===== src/rtl/uart_pkg.sv =====
// Shared types and constants for the UART auto-baud controller.
// Holds the FSM encoding, the 0x55 sync-character geometry and the debug view.
package uart_pkg;

    typedef enum logic [2:0] {
        IDLE  = 3'd0,
        ARMED = 3'd1,
        MEAS  = 3'd2,
        CALC  = 3'd3,
        DONE  = 3'd4,
        ERR   = 3'd5
    } state_e;

    // 0x55 framed 8N1 has five falling edges; edge 1 to edge 5 spans 2^3 bits.
    localparam int SYNC_EDGES     = 5;
    localparam int SYNC_SPAN_LOG2 = 3;

    typedef struct packed {
        state_e     state;
        logic       rx_s;
        logic [2:0] edges;
    } dbg_t;

endpackage


===== src/rtl/uart_rx_sync.sv =====
// RX front end: two-flop synchronizer followed by a registered falling-edge detect.
// Every edge sees the same latency, so it cancels out of a span measurement.
module uart_rx_sync (
    input  logic clk,
    input  logic rst,
    input  logic rx,
    output logic rx_s,
    output logic fall
);

    logic meta_q;
    logic sync_q;
    logic prev_q;
    logic fall_q;

    // Line idles high, so every stage resets to 1 and no edge is seen out of reset.
    always_ff @(posedge clk or negedge rst) begin
        if (!rst) begin
            meta_q <= 1'b1;
            sync_q <= 1'b1;
            prev_q <= 1'b1;
            fall_q <= 1'b0;
        end else begin
            meta_q <= rx;
            sync_q <= meta_q;
            prev_q <= sync_q;
            fall_q <= prev_q & ~sync_q;
        end
    end

    assign rx_s = sync_q;
    assign fall = fall_q;

endmodule


===== src/rtl/uart_autobaud_ctrl.sv =====
// Auto-baud controller: times a 0x55 sync character on rx and loads the rounded
// division into the baud generator, restarting it; the last good division survives errors.
module uart_autobaud_ctrl
    import uart_pkg::*;
#(
    parameter int unsigned      CNT_W       = 24,
    parameter int unsigned      OVS_LOG2    = 0,
    parameter logic [31:0]      DEFAULT_DIV = 32'd867,
    parameter logic [31:0]      MIN_DIV     = 32'd1,
    parameter logic [CNT_W-1:0] MAX_COUNT   = {CNT_W{1'b1}}
) (
    input  logic        clk,
    input  logic        rst,
    input  logic        rx,
    input  logic        arm,
    output logic [31:0] baud_division,
    output logic        baud_rst,
    output logic        div_valid,
    output logic        err,
    output logic        busy,
    output logic        locked,
    output dbg_t        dbg_o
);

    localparam int              SHIFT     = SYNC_SPAN_LOG2 + int'(OVS_LOG2);
    localparam logic [CNT_W:0]  ROUND     = (CNT_W+1)'(1) << (SHIFT - 1);
    localparam logic [2:0]      LAST_EDGE = 3'(SYNC_EDGES - 2);

    logic rx_s;
    logic fall;

    uart_rx_sync u_rx_sync (
        .clk  (clk),
        .rst  (rst),
        .rx   (rx),
        .rx_s (rx_s),
        .fall (fall)
    );

    state_e           state_q, state_d;
    logic [CNT_W-1:0] cnt_q, cnt_d;
    logic [CNT_W-1:0] span_q, span_d;
    logic [2:0]       edges_q, edges_d;
    logic [31:0]      div_q, div_d;
    logic             busy_q, locked_q, dv_q, brst_q, err_q;

    // Rounded division; one extra bit so span + ROUND never wraps.
    logic [CNT_W:0] quo;
    logic [31:0]    quo_m1;
    logic           calc_ok;

    assign quo     = ({1'b0, span_q} + ROUND) >> SHIFT;
    assign quo_m1  = 32'(quo) - 32'd1;
    assign calc_ok = (quo != '0) && (quo_m1 >= MIN_DIV);

    always_comb begin
        state_d = state_q;
        cnt_d   = cnt_q;
        span_d  = span_q;
        edges_d = edges_q;
        div_d   = div_q;
        case (state_q)
            IDLE: begin
                if (arm) state_d = ARMED;
            end
            ARMED: begin
                if (fall) begin
                    state_d = MEAS;
                    cnt_d   = '0;
                    edges_d = '0;
                end
            end
            MEAS: begin
                cnt_d = cnt_q + 1'b1;
                // Timeout wins over a coincident edge.
                if (cnt_d == MAX_COUNT) begin
                    state_d = ERR;
                end else if (fall) begin
                    if (edges_q == LAST_EDGE) begin
                        span_d  = cnt_d;
                        state_d = CALC;
                    end else begin
                        edges_d = edges_q + 1'b1;
                    end
                end
            end
            CALC: begin
                if (calc_ok) begin
                    div_d   = quo_m1;
                    state_d = DONE;
                end else begin
                    state_d = ERR;
                end
            end
            DONE:    state_d = IDLE;
            ERR:     state_d = IDLE;
            default: state_d = IDLE;
        endcase
    end

    always_ff @(posedge clk or negedge rst) begin
        if (!rst) begin
            state_q  <= IDLE;
            cnt_q    <= '0;
            span_q   <= '0;
            edges_q  <= '0;
            div_q    <= DEFAULT_DIV;
            busy_q   <= 1'b0;
            locked_q <= 1'b0;
            dv_q     <= 1'b0;
            brst_q   <= 1'b0;
            err_q    <= 1'b0;
        end else begin
            state_q  <= state_d;
            cnt_q    <= cnt_d;
            span_q   <= span_d;
            edges_q  <= edges_d;
            div_q    <= div_d;
            busy_q   <= (state_d != IDLE);
            locked_q <= locked_q | (state_d == DONE);
            dv_q     <= (state_d == DONE);
            brst_q   <= (state_d == DONE);
            err_q    <= (state_d == ERR);
        end
    end

    assign baud_division = div_q;
    assign baud_rst      = brst_q;
    assign div_valid     = dv_q;
    assign err           = err_q;
    assign busy          = busy_q;
    assign locked        = locked_q;
    assign dbg_o         = '{state: state_q, rx_s: rx_s, edges: edges_q};

endmodule


===== config.mk =====
export PLATFORM = sky130hd
export DESIGN_NAME = uart_autobaud_ctrl
export DESIGN_NICKNAME = d
export VERILOG_FILES = /design/src/rtl/uart_pkg.sv /design/src/rtl/uart_rx_sync.sv /design/src/rtl/uart_autobaud_ctrl.sv
export SDC_FILE = /design/constraint.sdc
export NUM_CORES = 1
export LEC_CHECK = 0
export CAP_MARGIN = 25
export CORE_MARGIN = 2
export CORE_UTILIZATION = 50
export DETAILED_ROUTE_END_ITERATION = 6
export GPL_TIMING_DRIVEN = 0
export PLACE_DENSITY = 0.8
export SYNTH_ARGS = -nofsm -noshare
export SYNTH_HDL_FRONTEND = slang
export SYNTH_SLANG_ARGS = --single-unit

===== constraint.sdc =====
create_clock -name clk -period 4.2 [get_ports clk]
set_input_delay 0.84 -clock clk [delete_from_list [all_inputs] [get_ports clk]]
set_output_delay 0.84 -clock clk [all_outputs]
set_load 0.01 [all_outputs]

# Yosys cells after proc, flatten, opt, wreduce, memory -nomap -nowiden
# Index checks and enable logic that the tools add are counted.
[totals]
reg_bits = 94
latchBits = 0
ramBits = 0
mem_bits_ro = 0
in_bits = 4
output_inout_bits = 44
word_cells = 56
memories = 0
[classes]
add_sub_neg = 4
multipliers = 0
div_mod_pow = 0
magnitude_cmp = 1
eq_ne = 11
n_shift = 0
muxes = 14
bitwise = 4
n_reduce_logical = 9
[ops]
columns = ["cell", "count"]
rows = [
  ["$pmux 24 s2", 1],
  ["$ge 32x1->1 const B", 1],
  ["$mux 3", 9],
  ["$add 24x3->25 const B", 1],
  ["$reduce_bool 25->1", 1],
  ["$add 24x1->24 const B", 1],
  ["$eq 24x24->1 const B", 1],
  ["$mux 24", 1],
  ["$sub 22x1->23 const B", 1],
  ["$pmux 3 s4", 1],
  ["$eq 3x2->1 const B", 3],
  ["$eq 3x3->1 const B", 2],
  ["$pmux 3 s2", 1],
  ["$reduce_and 5->1", 1],
  ["$ne 2x1->1 const B", 2],
  ["$ne 2x2->1 const B", 2],
  ["$reduce_and 2->1", 2],
  ["$reduce_and 4->1", 1],
  ["$add 3x1->3 const B", 1],
  ["$eq 3x1->1 const B", 1],
  ["$logic_not 3->1", 1],
  ["$reduce_bool 3->1", 1],
  ["$not 1->1", 2],
  ["$reduce_bool 2->1", 1],
  ["4 further kinds", 4],
]

# Depth between registers and ports, before layout
[logic_depth]
depth_word = 8
ltp_mapped = 15

# By module
# A second synthesis with hierarchy kept.
[unflattened]
cells_unflattened = 563
area_unflattened_um2 = 5218.8
[by_module_without_submodules]
columns = ["module", "instances", "cells_each", "area_per_inst_um2"]
rows = [
  ["uart_autobaud_ctrl", 1, 558, 5101.1],
  ["uart_rx_sync", 1, 5, 117.6],
]

# Worst setup path before layout
# OpenSTA, ideal clock, no wires.
[synth_timing]
kind = "reg2reg"
start = "register span_q[3]"
end = "register div_q[10] (netlist: baud_division[10])"
setup_time_ps = 125
arrival_ps = 3527
required_time_ps = 4075
setup_slack_ps = 548
stages_incl_launch_ff = 13
cell_sequence = "dfrtp_1 ha_1 buf_2 nand2_1 nor4_1 xnor2_1 o21ai_0 or3_1 o311ai_0 a2111oi_4 a211oi_4 buf_6 mux2_4"
[synth_between]
elab_chain_len = 5
word_cells_on_any_way = 6
classes_between = "add/sub: 2; order compare: 1; reduce/logical: 3"
[synth_lines]
columns = ["element", "line", "source"]
rows = [
  ["from (decl)", "uart_autobaud_ctrl.sv:42", "logic [CNT_W-1:0] span_q, span_d;"],
  ["from (signal assigned)", "uart_autobaud_ctrl.sv:116", "span_q <= span_d;"],
  ["$add 24x3->25 *", "uart_autobaud_ctrl.sv:52", "assign quo = ({1'b0, span_q} + ROUND) >> SHIFT;"],
  ["$sub 22x1->23", "uart_autobaud_ctrl.sv:53", "assign quo_m1 = 32'(quo) - 32'd1;"],
  ["$ge 32x1->1", "uart_autobaud_ctrl.sv:54", "assign calc_ok = (quo != '0) && (quo_m1 >= MIN_DIV);"],
  ["$logic_and 1x1->1", "uart_autobaud_ctrl.sv:54", ""],
  ["$reduce_and 2->1 (no line)", "n/a", ""],
  ["to (signal assigned)", "uart_autobaud_ctrl.sv:118", "div_q <= div_d;"],
  ["to (decl)", "uart_autobaud_ctrl.sv:44", "logic [31:0] div_q, div_d;"],
]
# Every way passes the cells marked *; elsewhere a longest branch is shown, timed or not.
# A chain may end at the register's enable or synchronous reset.

# Final worst setup path
[layout_timing]
start = "register span_q[3]"
end = "register div_q[4] (netlist: baud_division[4])"
# Same word-level chain as after synthesis.

==> impl_metrics.yaml <==
grt:
  grt_antenna_before_repair: 0
  grtUsageMet1: 0.295
  grt_use_total: 0.234
  globalRoute.totalOverflow: 0
  busiest_layer: "met2"
  grt_use_met2: 0.402
  grt_first_pass_wirelength_microns: 21900
  grt_max_degree: 56
  first_global_vias: 4510
  use_met3: 0.0287
sta:
  finalSetupViolCount: 0
  maxSlewViolCount: 0
  fin_crit_sh: 0.940
  finalClockSkew_ps: 9.01
  finalHoldViolCount: 0
  timing.fmax_ghz: 0.253
  fin_setup_tns_ps: 0
  min_period_ps: 3950
  relSlewSlack: 0.386
  rsz0062_at_grt: "no"
  tightest_slew_ps: 914
  setup_slack_ps: 252
  fin_hold_ws_ps: 366
synth:
  syn_avg_cell_area_sq_um: 8.94
  synth_nets: 631
  yosys.area.top_type: "dfrtp_1"
  synth_area_leaders: "dfrtp_1, xnor2_1, nor2_1"
  synth_ff_type: "dfrtp_1"
  async_reset_ff_frac: 1.00
  ys_seq_elements: 83
  synth_cell_type_count: 65
  yosys.area.top_type_share: 0.336
  ys.warnings.count: 0
  ys_seq_area_frac: 0.378
  postSynthCellCount: 617
  synth_area_sq_mm: 0.00552
  synth_edf_count: 0
placed_design:
  numPortBuffers: 47
  place_hpwl_microns: 9990
  place_congestion: 0.927
  place_ws_ps: -203
cells_and_area:
  area_growth_pct: 15.9
  final_common_cell: "dfrtp_1"
  drive_gt1_frac: 0.133
  insertedDiodeCount: 0
  final_util: 0.592
  nNetsFinal: 691
  layout_common_cells: "dfrtp_1, nor2_1, clkdlybuf4s50_1"
min_path:
  hp-start: "u_rx_sync.meta_q$_DFF_PN1_"
  min_to: "u_rx_sync.rx_s$_DFF_PN1_"
  hp-class: "flip-flop to flip-flop"
  whs_path_depth: 0
power_and_ir_drop:
  cellPowerDensity_mw_per_mm2: 393
  p_leak_nw: 2.61
  ir_worst_vdd_uv: 256
  finalPower_mw: 2.51
clock_network:
  h-tree-depth: 3
  worstSkewPairLatency_ps: 380
  cts_root_buf: "clkbuf_8"
  cts_buffers: 9
  cts_tree: "done"
  ctsHoldBuffers: 0
  clk_path_buf_depth: 2
  clkTransAtPathRegs_ps: 90
  clock_sinks: 83
drt:
  drtIter0Drc: 272
  ant_nets: 0
  viasPerCell: 5.75
  vias: 4725
  drt-total-wl_microns: 13300
  dr.pass1.iters: 4
  remaining_drc_errors: 0
  drt-wirelength-per-cell_microns: 16.1
die:
  rows: 38
  coreArea_sq_mm: 0.0108
  fp.dieArea_sq_mm: 0.0119
  ios: 48
  die_y_microns: 109
  initial_utilization: 0.511
  chipWidth_microns: 109
setup_path:
  path_cells: "ha_1 -> buf_2 -> nand2_1 -> nor4_1 -> xnor2_1 -> nor4b_4 -> nand3_2 -> o311ai_2 -> o21ai_1 -> a211oi_4 -> buf_4 -> mux2_2"
  cp_data_required_time_ps: 4460
  cp_slowest_cell: "dfrtp_1"
  rr_startpoint: "span_q[3]$_DFFE_PN0P_"
  reg2reg_depth: 12
  path_max_fanout: 10
  cp-end-kind: "flip-flop"
  regToRegSetupSlack_ps: 250
  cp-start-kind: "flip-flop"
  crit_arrival_ps: 4210
  max_stage_delay_ps: 530
  path_class: "flip-flop to flip-flop"
  r2r-end: "baud_division[4]$_DFFE_PN0P_"
run:
  cap_violations: 0
run_status:
  status: "completed"
-- layer usage --
metal  up-vias  share of wire  wire [microns]
met5         -              0               0
met4         0          0.029             390
met3        25          0.038             505
met2       118           0.49            6470
met1      2283           0.44            5900
li1       2299              -               -
-- kinds of logic after synthesis --
family	Yosys count	synth area share
compound gates	125	0.152
xor+xnor	61	0.0968
fa+ha+maj	10	0.0227
buf+inv	66	0.0574
flops	83	0.378
mux	26	0.0630
simple gates	246	0.229
-- how the worst max path moves through the flow --
stage,from,end,depth (start not counted)
after global placement,rst,u_rx_sync.fall$_DFF_PN0_,1
after global routing,span_q[3]$_DFFE_PN0P_,baud_division[4]$_DFFE_PN0P_,13
after floorplan,span_q[3]$_DFFE_PN0P_,baud_division[10]$_DFFE_PN0P_,12
final,span_q[3]$_DFFE_PN0P_,baud_division[4]$_DFFE_PN0P_,12
after detailed placement,span_q[2]$_DFFE_PN0P_,baud_division[21]$_DFFE_PN0P_,12
after CTS,span_q[2]$_DFFE_PN0P_,baud_division[4]$_DFFE_PN0P_,12
-- synth_stat cells, drive strengths merged, types with 3 or more instances --
master and count:
a211oi 5, a21oi 29, a31oi 7, and2 4
and3 7, and4 6, buf 25, clkbuf 23
dfrtp 74, dfstp 9, ha 10, inv 18
mux2 22, mux2i 4, nand2 44, nand2b 9
nand3 29, nand4 19, nor2 69, nor2b 6
nor3 18, nor3b 4, nor4 8, nor4b 3
o2111ai 3, o211ai 3, o21ai 41, o31ai 10
or2 9, or3 4, or4 5, xnor2 42
xor2 19
-- report_power, final --
| part | internal (mW) | switching (mW) | leakage [nW] |
|---|---|---|---|
| Combinational | 0.506 | 0.406 | 1.41 |
| Sequential | 0.939 | 0.0989 | 1.11 |
| Clock | 0.250 | 0.312 | 0.0940 |
| Total | 1.70 | 0.817 | 2.61 |
-- through the flow --
| stage | instance area [sq um] | std cells |
|---|---|---|
| floorplan | 5520 | 617 |
| global placement | 6160 | 804 |
| detailed placement | 6190 | 805 |
| CTS | 6380 | 822 |
| global route | 6390 | 822 |
| finish | 6390 | 822 |
-- flip-flops by register name (all words and copies together) (netlist names), 3 cells and up --
signal	flops
cnt_q	24
baud_division	23
span_q	22
edges_q	3
state_q	3
-- critical path: cells and delay by family, from the launching register on --
kind	cells	cell delay, ps
multiplexers	1	340
XOR/XNOR	1	350
AO/OA/AOI/OAI	3	850
flip-flops	1	530
buffers and inverters	2	430
adder cells (fa/ha/maj)	1	220
AND/OR/NAND/NOR	4	1120
-- timing repair --
action                                  CTS  global route
endpoints found under the setup margin   22            23
gates resized for setup                   0             4
pin swaps                                 1             1
buffers inserted                          1             0
-- final cells by class --
| cell class | count | area [sq um] |
|---|---|---|
| multi-input cells | 468 | 3130 |
| clock buffers | 13 | 159 |
| plain buffers | 48 | 249 |
| fillers | 990 | 4400 |
| repair buffers | 49 | 503 |
| flip-flops and latches | 83 | 2090 |
| clock inverters | 3 | 22.5 |
| well taps | 140 | 175 |
| inverters | 18 | 67.6 |
(Power assumes the default switching activity.)
